### src/rtl/param_accum_cpu_if.sv
`default_nettype none
// +----------------------------------------------------------------------------+
// | param_accum_cpu_if                                                         |
// | Loader / board-I/O bundle of the accumulator CPU.                          |
// | Rev 1.0 - initial release                                                  |
// +----------------------------------------------------------------------------+
interface param_accum_cpu_if #(
  parameter int DW = 8,
  parameter int AW = 5
);
  logic          start;
  logic          prog_we;
  logic [AW-1:0] prog_addr;
  logic [DW-1:0] prog_data;
  logic [DW-1:0] data_in;
  logic          in_valid;
  logic          in_ready;
  logic [DW-1:0] data_out;
  logic          Aeq0;
  logic          Apos;
  logic [2:0]    IR;
  logic [AW-1:0] pc;
  logic          busy;
  logic          halted;

  // master: program loader and board I/O; slave: the CPU
  modport master (
    output start, prog_we, prog_addr, prog_data, data_in, in_valid,
    input  in_ready, data_out, Aeq0, Apos, IR, pc, busy, halted
  );

  modport slave (
    input  start, prog_we, prog_addr, prog_data, data_in, in_valid,
    output in_ready, data_out, Aeq0, Apos, IR, pc, busy, halted
  );
endinterface
`default_nettype wire

### src/rtl/param_accum_cpu.sv
`default_nettype none
// +----------------------------------------------------------------------------+
// | param_accum_cpu                                                            |
// | Accumulator machine: 2^AW x DW unified RAM, fetch/execute controller,      |
// | IN handshake and halt/program-load mode.                                   |
// | Rev 1.0 - initial release                                                  |
// +----------------------------------------------------------------------------+
module param_accum_cpu #(
  parameter int DW = 8,
  parameter int AW = 5
) (
  input  logic              clk,
  input  logic              rst,
  param_accum_cpu_if.slave  bus
);

  localparam logic [2:0] OP_LOAD  = 3'd0;
  localparam logic [2:0] OP_STORE = 3'd1;
  localparam logic [2:0] OP_ADD   = 3'd2;
  localparam logic [2:0] OP_SUB   = 3'd3;
  localparam logic [2:0] OP_IN    = 3'd4;
  localparam logic [2:0] OP_JZ    = 3'd5;
  localparam logic [2:0] OP_JPOS  = 3'd6;
  localparam logic [2:0] OP_HALT  = 3'd7;

  localparam logic [AW-1:0] PC_ONE = {{(AW-1){1'b0}}, 1'b1};

  typedef enum logic [1:0] {
    IDLE   = 2'd0,
    FETCH  = 2'd1,
    EXEC   = 2'd2,
    HALTED = 2'd3
  } state_t;

  state_t        state;
  logic [DW-1:0] acc;
  logic [2:0]    ir_op;
  logic [AW-1:0] ir_addr;
  logic [AW-1:0] pc_q;
  logic          in_ready_q;
  logic          busy_q;
  logic          halted_q;

  logic [DW-1:0] mem [2**AW];

  logic          parked;
  logic          prog_wr;
  logic          store_wr;
  logic          mem_we;
  logic [AW-1:0] wr_addr;
  logic [DW-1:0] wr_data;
  logic [DW-1:0] operand_word;
  logic [2:0]    fetch_op;
  logic [AW-1:0] fetch_addr;

  assign parked       = (state == IDLE) || (state == HALTED);
  assign prog_wr      = parked && bus.prog_we;
  assign store_wr     = (state == EXEC) && (ir_op == OP_STORE);
  // Reset blocks every write, including a STORE caught mid-EXEC.
  assign mem_we       = !rst && (prog_wr || store_wr);
  assign wr_addr      = prog_wr ? bus.prog_addr : ir_addr;
  assign wr_data      = prog_wr ? bus.prog_data : acc;
  assign operand_word = mem[ir_addr];
  assign fetch_op     = mem[pc_q][DW-1:DW-3];
  assign fetch_addr   = mem[pc_q][AW-1:0];

  always_ff @(posedge clk) begin
    if (mem_we) begin
      mem[wr_addr] <= wr_data;
    end
  end

  always_ff @(posedge clk) begin
    if (rst) begin
      state      <= IDLE;
      acc        <= '0;
      ir_op      <= 3'd0;
      ir_addr    <= '0;
      pc_q       <= '0;
      in_ready_q <= 1'b0;
      busy_q     <= 1'b0;
      halted_q   <= 1'b0;
    end else begin
      case (state)
        IDLE, HALTED: begin
          if (bus.start) begin
            state    <= FETCH;
            pc_q     <= '0;
            busy_q   <= 1'b1;
            halted_q <= 1'b0;
          end
        end
        FETCH: begin
          ir_op      <= fetch_op;
          ir_addr    <= fetch_addr;
          pc_q       <= pc_q + PC_ONE;
          in_ready_q <= (fetch_op == OP_IN);
          state      <= EXEC;
        end
        EXEC: begin
          state <= FETCH;
          case (ir_op)
            OP_LOAD:  acc <= operand_word;
            OP_STORE: ;
            OP_ADD:   acc <= acc + operand_word;
            OP_SUB:   acc <= acc - operand_word;
            OP_IN: begin
              if (bus.in_valid) begin
                acc        <= bus.data_in;
                in_ready_q <= 1'b0;
              end else begin
                state <= EXEC;
              end
            end
            OP_JZ: begin
              if (acc == '0) pc_q <= ir_addr;
            end
            OP_JPOS: begin
              if (!acc[DW-1]) pc_q <= ir_addr;
            end
            OP_HALT: begin
              state    <= HALTED;
              busy_q   <= 1'b0;
              halted_q <= 1'b1;
            end
          endcase
        end
      endcase
    end
  end

  assign bus.in_ready = in_ready_q;
  assign bus.busy     = busy_q;
  assign bus.halted   = halted_q;
  assign bus.data_out = acc;
  assign bus.Aeq0     = (acc == '0);
  assign bus.Apos     = ~acc[DW-1];
  assign bus.IR       = ir_op;
  assign bus.pc       = pc_q;

endmodule
`default_nettype wire

### src/flat_wrapper.sv
// flat-port wrapper written by rule: the top's interface ports become plain ports
module param_accum_cpu_flat 
#(
  parameter int DW = 8,
  parameter int AW = 5
)
  (clk, rst, bus_start, bus_prog_we, bus_prog_addr, bus_prog_data, bus_data_in, bus_in_valid, bus_in_ready, bus_data_out, bus_Aeq0, bus_Apos, bus_IR, bus_pc, bus_busy, bus_halted);
  param_accum_cpu_if #(.DW(DW), .AW(AW)) bus_i ();
  input  logic clk;
  input  logic rst;
  input wire logic [$bits(bus_i.start)-1:0] bus_start;
  input wire logic [$bits(bus_i.prog_we)-1:0] bus_prog_we;
  input wire logic [$bits(bus_i.prog_addr)-1:0] bus_prog_addr;
  input wire logic [$bits(bus_i.prog_data)-1:0] bus_prog_data;
  input wire logic [$bits(bus_i.data_in)-1:0] bus_data_in;
  input wire logic [$bits(bus_i.in_valid)-1:0] bus_in_valid;
  output wire logic [$bits(bus_i.in_ready)-1:0] bus_in_ready;
  output wire logic [$bits(bus_i.data_out)-1:0] bus_data_out;
  output wire logic [$bits(bus_i.Aeq0)-1:0] bus_Aeq0;
  output wire logic [$bits(bus_i.Apos)-1:0] bus_Apos;
  output wire logic [$bits(bus_i.IR)-1:0] bus_IR;
  output wire logic [$bits(bus_i.pc)-1:0] bus_pc;
  output wire logic [$bits(bus_i.busy)-1:0] bus_busy;
  output wire logic [$bits(bus_i.halted)-1:0] bus_halted;
  assign bus_i.start = bus_start;
  assign bus_i.prog_we = bus_prog_we;
  assign bus_i.prog_addr = bus_prog_addr;
  assign bus_i.prog_data = bus_prog_data;
  assign bus_i.data_in = bus_data_in;
  assign bus_i.in_valid = bus_in_valid;
  assign bus_in_ready = bus_i.in_ready;
  assign bus_data_out = bus_i.data_out;
  assign bus_Aeq0 = bus_i.Aeq0;
  assign bus_Apos = bus_i.Apos;
  assign bus_IR = bus_i.IR;
  assign bus_pc = bus_i.pc;
  assign bus_busy = bus_i.busy;
  assign bus_halted = bus_i.halted;
  param_accum_cpu #(.DW(DW), .AW(AW)) u_core (.clk(clk), .rst(rst), .bus(bus_i));
endmodule
### config.mk
export PLATFORM = sky130hd
export DESIGN_NAME = param_accum_cpu_flat
export DESIGN_NICKNAME = d
export VERILOG_FILES = /design/src/rtl/param_accum_cpu_if.sv /design/src/rtl/param_accum_cpu.sv /design/src/flat_wrapper.sv
export SDC_FILE = /design/constraint.sdc
export NUM_CORES = 1
export LEC_CHECK = 0
export CORE_MARGIN = 4
export CORE_UTILIZATION = 50
export DETAILED_ROUTE_END_ITERATION = 8
export GPL_ROUTABILITY_DRIVEN = 1
export PLACE_DENSITY = 0.65
export SYNTH_ARGS = -nofsm -noshare
export SYNTH_HDL_FRONTEND = slang
export SYNTH_SLANG_ARGS = --single-unit
### constraint.sdc
create_clock -name clk -period 5.2 [get_ports clk]
set_input_delay 1.56 -clock clk [delete_from_list [all_inputs] [get_ports clk]]
set_output_delay 1.56 -clock clk [all_outputs]
set_load 0.02 [all_outputs]
==> results of run 1 <==
-- power by group --
part	internal, mW	switching (mW)
Combinational	1.25	1.74
Sequential	2.95	0.226
Clock	1.36	0.896
Total	5.55	2.86
-- per-layer routing --
layer,global-route usage,vias up,part of all wire
li1,-,3747,-
met2,0.3978,512,0.47
met4,0.06563,0,0.029
met3,0.04818,68,0.093
met5,0,-,0
met1,0.3666,4491,0.41
-- kinds of logic (layout without fill, tap and decap cells) --
logic type      Yosys count  after routing  share of synthesized area
flops                   292            292                     0.5943
simple gates            206            206                    0.06995
mux                     185            185                     0.2432
compound gates          106            106                    0.05103
buf+inv                  68            168                    0.02264
fa+ha+maj                12             12                    0.01114
xor+xnor                 11             11                   0.007782
-- final timing paths --
| path | start | cells past startpoint | end |
|---|---|---|---|
| max reg2reg | register | 13 | u_core.bus.data_out[7] |
| max | register | 13 | u_core.bus.data_out[7] |
| min | u_core.bus.busy | 2 | u_core.bus.busy |
| min reg2reg | u_core.bus.busy | 2 | u_core.bus.busy |
-- worst reg2reg max path, cell delays in order, from the launching register on --
cell,delay [ns]
dfxtp_2,0.58
buf_4,0.33
mux4_2,0.55
a22o_1,0.29
nor4_2,0.56
a41oi_1,0.35
xnor2_1,0.22
ha_1,0.33
o21ai_0,0.17
a21oi_1,0.08
o41ai_1,0.33
xnor3_1,0.29
or4b_1,0.47
nand3_1,0.09
-- placed cells by master, fill, tap and decap left out, drive strengths merged, types with 11 or more instances in the layout --
cell             n
a211oi          15
a21oi           15
a22oi           16
buf             51
clkbuf          37
clkdlybuf4s50   46
clkinv          12
dfxtp           36
edfxtp         256
ha              11
inv             17
mux2i           50
mux4           125
nand2           37
nand3           21
nor2            80
nor2b           12
nor3            15
o21ai           26
-- final cells by class --
class,count,area (um2),share of cell area
clock buffers,37,818.3,0.05023
multi-input cells,520,5431,0.3334
flip-flops and latches,292,8419,0.5169
clock inverters,19,222.7,0.01367
well taps,378,473.0,0.02903
repair buffers,97,868.3,0.05331
inverters,15,56.30,0.003456
-- metrics by stage --
stage	util	std cells	power, mW
global route	0.5847	1358	8.819
finish	0.5847	1358	8.419
floorplan	-	880	5.220
global placement	0.5474	1302	6.154
CTS	0.5847	1358	8.427
detailed placement	0.5474	1302	6.176
-- flip-flops by register name, summed over array words and instances, names as in the netlist, named ones only --
signal / count
u_core.bus.data_out: 8
u_core.bus.pc: 5
u_core.mem: 256
u_core.ir_addr: 5
u_core.bus.IR: 3
u_core.bus.busy: 1
u_core.bus.in_ready: 1
u_core.bus.halted: 1
u_core.state: 2
==> metrics.txt, run 1 <==
Yosys warning count=0; clock slew seen by the registers of the worst setup and hold paths=0.07 ns; Place WS=0.5616 ns; max-slew violation count=0; vias=8818; dominant cell type by area after synthesis=edfxtp_1; CP endpoint kind=register; I/O pins=47; first-pass GRT wire length=58.13 mm; status=finished, final reports clean; flops & latches, synth=292; Max-cap violations=0; hpwl dp=26.98 mm; Root Buffer=clkbuf_16; WL final=38.83 mm; drt first pass iters=5; Post-CTS Setup Inserts=0; die width=176.2 um; die footprint=31050 um2; total grt overflow=0; fin nets=995; CTS Buffer Depth=3; Fmax=213.4 MHz; Synth async-reset ratio=0; final hold viol count=0; Layout area overhead=15.13%; Post-CTS Resized=0; critical path's largest stage delay=0.58 ns; Hold Worst Slack=0.4980 ns; Worst Clk Skew=0.01115 ns; CTS Buf Count=31; Synthesized Nets=918; chip height=176.2 um; data required time of the worst path=5.70 ns; Critical Path Start Type=register; instance count of the mapped netlist=880; worst-path fanout max=12; Slew Limit Headroom=0.3044; setup TNS=0 ns; RePlAce Congestion=0.9147; clk_lat worst skew=0.56 ns; most frequent cells after synthesis=edfxtp_1 (256), mux4_2 (125), nor2_1 (79); sequential area share after synthesis=0.5943; critical path arrival=5.18 ns; delay-heaviest family, CP=compound AO/OA/AOI/OAI gates; Critical path buffers and inverters=1; Slowest-stage cell, CP=dfxtp_2; number of synthesized flops with an enable pin=256; final setup violating endpoints=0; PortBufs=46; # DRC=0; FP Rows=61; dominant cells by area after synthesis=edfxtp_1 (54%), mux4_2 (20%), dfxtp_1 (5.1%), mux2i_1 (3.5%), nor2_1 (2.1%); unrepaired setup endpoints after global routing=no; top-area cell type share of the netlist area=0.5433; pwr/cell area=516.8 nW/um2; vias in the first global route=8704; initial antenna violation count=0; Main synth FF type=edfxtp_1; LEAKAGE=5.150 nW; DRT iter0 DRCs=1150; Post-DRT Antenna Nets=0; H-Tree Level Count=1; fin area=16290 um2; Vias per Instance=6.493; pin count of the biggest net entering global routing=45; Avg WL per Cell=28.60 um; HP Class=reg -> reg; Avg Cell Area, Syn=16.08 um2; CP cell instances=buf_4, mux4_2, a22o_1, nor4_2, a41oi_1, xnor2_1, ha_1, o21ai_0, a21oi_1, o41ai_1, xnor3_1, or4b_1, nand3_1; top-count cell post-synth=edfxtp_1; critical path class=reg -> reg; CTS tree=done; Filler cells=2110; slew at the pin with the worst max-slew slack=1.036 ns; Register-to-Register Setup Slack=0.51 ns; worst vdd ir=0.3014 mV; final worst-path cycle share=0.9011; post-route setup slack=0.5144 ns; library cells used by synthesis=62; initial core utilization=0.5079; clk sink count=292; Min Clock Period, post-route=4.686 ns; Core Box Area=27860 um2; mapped cell area=14150 um2; Area after DPL=15250 um2; GR Util All Layers=0.2520; n_diodes=0; share of layout cells above drive strength 1=0.2500; hold_buf cts=0
Power figures use the tool's default switching activity.
==> run 2, diff against run 1 <==
Settings changed: MAX_ROUTING_LAYER set to met4, SLEW_MARGIN set to 5.
==> run 2 against run 1 <==
  * Clock skew rose by 0.0061 ns
  * Clock-buffer cell count did not move
  * Sequential share of layout area did not move
  * Highest routed layer unchanged
  * Via count rose by 0.26%
==> metrics.txt, run 2 (same netlist as run 1, synthesis figures left out) <==
clock slew seen by the registers of the worst setup and hold paths=0.07 ns (about the same); Vias per Instance=6.510 (was 6.493); clk_lat worst skew=0.56 ns (about the same); slew at the pin with the worst max-slew slack=1.068 ns (was 1.036 ns); Most flops, register=u_core.mem (unchanged); DRT iter0 DRCs=1148 (was 1150); Min Clock Period, post-route=4.677 ns (was 4.686 ns); Critical Path Start Type=register (unchanged); setup TNS=0 ns (unchanged); Worst Clk Skew=0.01721 ns (was 0.01115 ns); Post-CTS Setup Inserts=0 (unchanged); Max-cap violations=0 (unchanged); GRT busiest layer=met2 (unchanged); data required time of the worst path=5.70 ns (about the same); number of flip-flops in the largest register=256 (unchanged); RePlAce Congestion=0.9307 (was 0.9147); Critical path buffers and inverters=1 (unchanged); global routing usage on met3=0.04818 (unchanged); worst hold path startpoint=u_core.bus.busy (unchanged); Register-to-Register Setup Slack=0.52 ns (was 0.51 ns); die footprint=31050 um2 (unchanged); CP cell instances=buf_4, mux4_2, a22o_1, nor4_2, a41oi_1, xnor2_1, ha_1, o21ai_0, a21oi_1, o41ai_1, xnor3_1, or4b_1, nand3_1 (unchanged); vias=8841 (was 8818); pwr/cell area=517.4 nW/um2 (was 516.8 nW/um2); cell depth of the worst flop-to-flop path=13 (unchanged); WHS Path Cells=2 (unchanged); reg2reg end=u_core.bus.data_out[7] (unchanged); CP endpoint kind=register (unchanged); initial core utilization=0.5079 (unchanged); critical path's largest stage delay=0.58 ns (about the same); LEAKAGE=5.150 nW (unchanged); fin nets=995 (unchanged); Non-Filler Instances=1358 (unchanged); Post-CTS Resized=0 (unchanged); GR Util All Layers=0.2594 (was 0.2520); max-slew violation count=0 (unchanged); hold worst-path end=u_core.bus.busy (unchanged); first-pass GRT wire length=58.02 mm (was 58.13 mm); placed instance count=1302 (unchanged); Root Buffer=clkbuf_16 (unchanged); Final Power=8.428 mW (was 8.419 mW); final hold viol count=0 (unchanged); Finished Core Util=0.5847 (unchanged); CTS tree=done (unchanged); I/O pins=47 (unchanged); Avg WL per Cell=28.63 um (was 28.60 um); CTS Buffer Depth=3 (unchanged); initial antenna violation count=0 (unchanged); chip height=176.2 um (unchanged); unrepaired setup endpoints after global routing=no (unchanged); critical path arrival=5.18 ns (about the same); Slowest-stage cell, CP=dfxtp_2 (unchanged); most frequent cells in the layout=edfxtp_1 (256), mux4_2 (125), nor2_1 (79) (unchanged); # DRC=0 (unchanged); FP Rows=61 (unchanged); clk sink count=292 (unchanged); HP Class=reg -> reg (unchanged); total grt overflow=0 (unchanged); status=finished, final reports clean (unchanged); Filler cells=2110 (unchanged); critical path class=reg -> reg (unchanged); Layout area overhead=15.13% (unchanged); final worst-path cycle share=0.8995 (was 0.9011); drt first pass iters=5 (unchanged); Hold Worst Slack=0.4985 ns (was 0.4980 ns); vias in the first global route=8717 (was 8704); CTS Buf Count=31 (unchanged); final setup violating endpoints=0 (unchanged); hpwl dp=26.98 mm (unchanged); Fmax=213.8 MHz (was 213.4 MHz); delay-heaviest family, CP=compound AO/OA/AOI/OAI gates (unchanged); share of layout cells above drive strength 1=0.2500 (unchanged); H-Tree Level Count=1 (unchanged); grt met2 use=0.3983 (was 0.3978); most common cell after layout, fill and taps aside=edfxtp_1 (unchanged); pin count of the biggest net entering global routing=45 (unchanged); met1 usage=0.3645 (was 0.3666); worst vdd ir=0.3021 mV (was 0.3014 mV); n_diodes=0 (unchanged); worst-path fanout max=12 (unchanged); Post-DRT Antenna Nets=0 (unchanged); die width=176.2 um (unchanged); Core Box Area=27860 um2 (unchanged); Slew Limit Headroom=0.2833 (was 0.3044); hold_buf cts=0 (unchanged); PortBufs=46 (unchanged); WL final=38.88 mm (was 38.83 mm)
## run 2: cell counts in the layout (fill, tap and decap cells not counted)
Identical to the previous run, type by type.
## run 2: report_power, final
group          leakage [nW]  internal [mW]  total [mW]  switching [mW]
clock network         0.512           1.36        2.26           0.901
registers              2.64           2.95        3.17           0.228
logic                  2.00           1.25        2.99            1.75
total                  5.15           5.55        8.43            2.87
## run 2: metal layers
layer  wire [um]  vias up
met4        1115        0
met5           0        -
met2       18260      505
met1       15840     4511
met3        3661       75
li1            -     3750
## run 2: area by class of cell
| class | count | area (um2) | share of cell area |
|---|---|---|---|
| tap | 378 | 473.0 | 0.02903 |
| timing repair buffer | 97 | 868.3 | 0.05331 |
| multi-input combinational | 520 | 5431 | 0.3334 |
| inverter | 15 | 56.30 | 0.003456 |
| clock buffer | 37 | 818.3 | 0.05023 |
| sequential | 292 | 8419 | 0.5169 |
| clock inverter | 19 | 222.7 | 0.01367 |
## run 2: worst register-to-register path, cell delays in order (launching register included)
cell     delay, ns
dfxtp_2       0.58
buf_4         0.33
mux4_2        0.54
a22o_1        0.29
nor4_2        0.56
a41oi_1       0.35
xnor2_1       0.22
ha_1          0.33
o21ai_0       0.17
a21oi_1       0.08
o41ai_1       0.34
xnor3_1       0.29
or4b_1        0.47
nand3_1       0.09
## run 2: per-stage QoR
| step | setup WS [ns] | instance area (um2) |
|---|---|---|
| final | 0.5226 | 16290 |
| after global routing | 0.2576 | 16290 |
| after CTS | 0.5226 | 16290 |
| after detailed placement | 0.5616 | 15250 |
| after global placement | 0.6591 | 15250 |
| after floorplan | 1.222 | 14150 |
## run 2: worst max path at each step
stage / start / cells past startpoint / end / slack, ns
2_1_floorplan: register / 20 / u_core.bus.data_out[7] / 1.22
3_3_place_gp: register / 13 / u_core.bus.data_out[7] / 0.66
3_5_place_dp: register / 13 / u_core.bus.data_out[7] / 0.56
4_1_cts: register / 13 / u_core.bus.data_out[7] / 0.52
5_1_grt: register / 13 / u_core.bus.data_out[7] / 0.26
6_report: register / 13 / u_core.bus.data_out[7] / 0.52
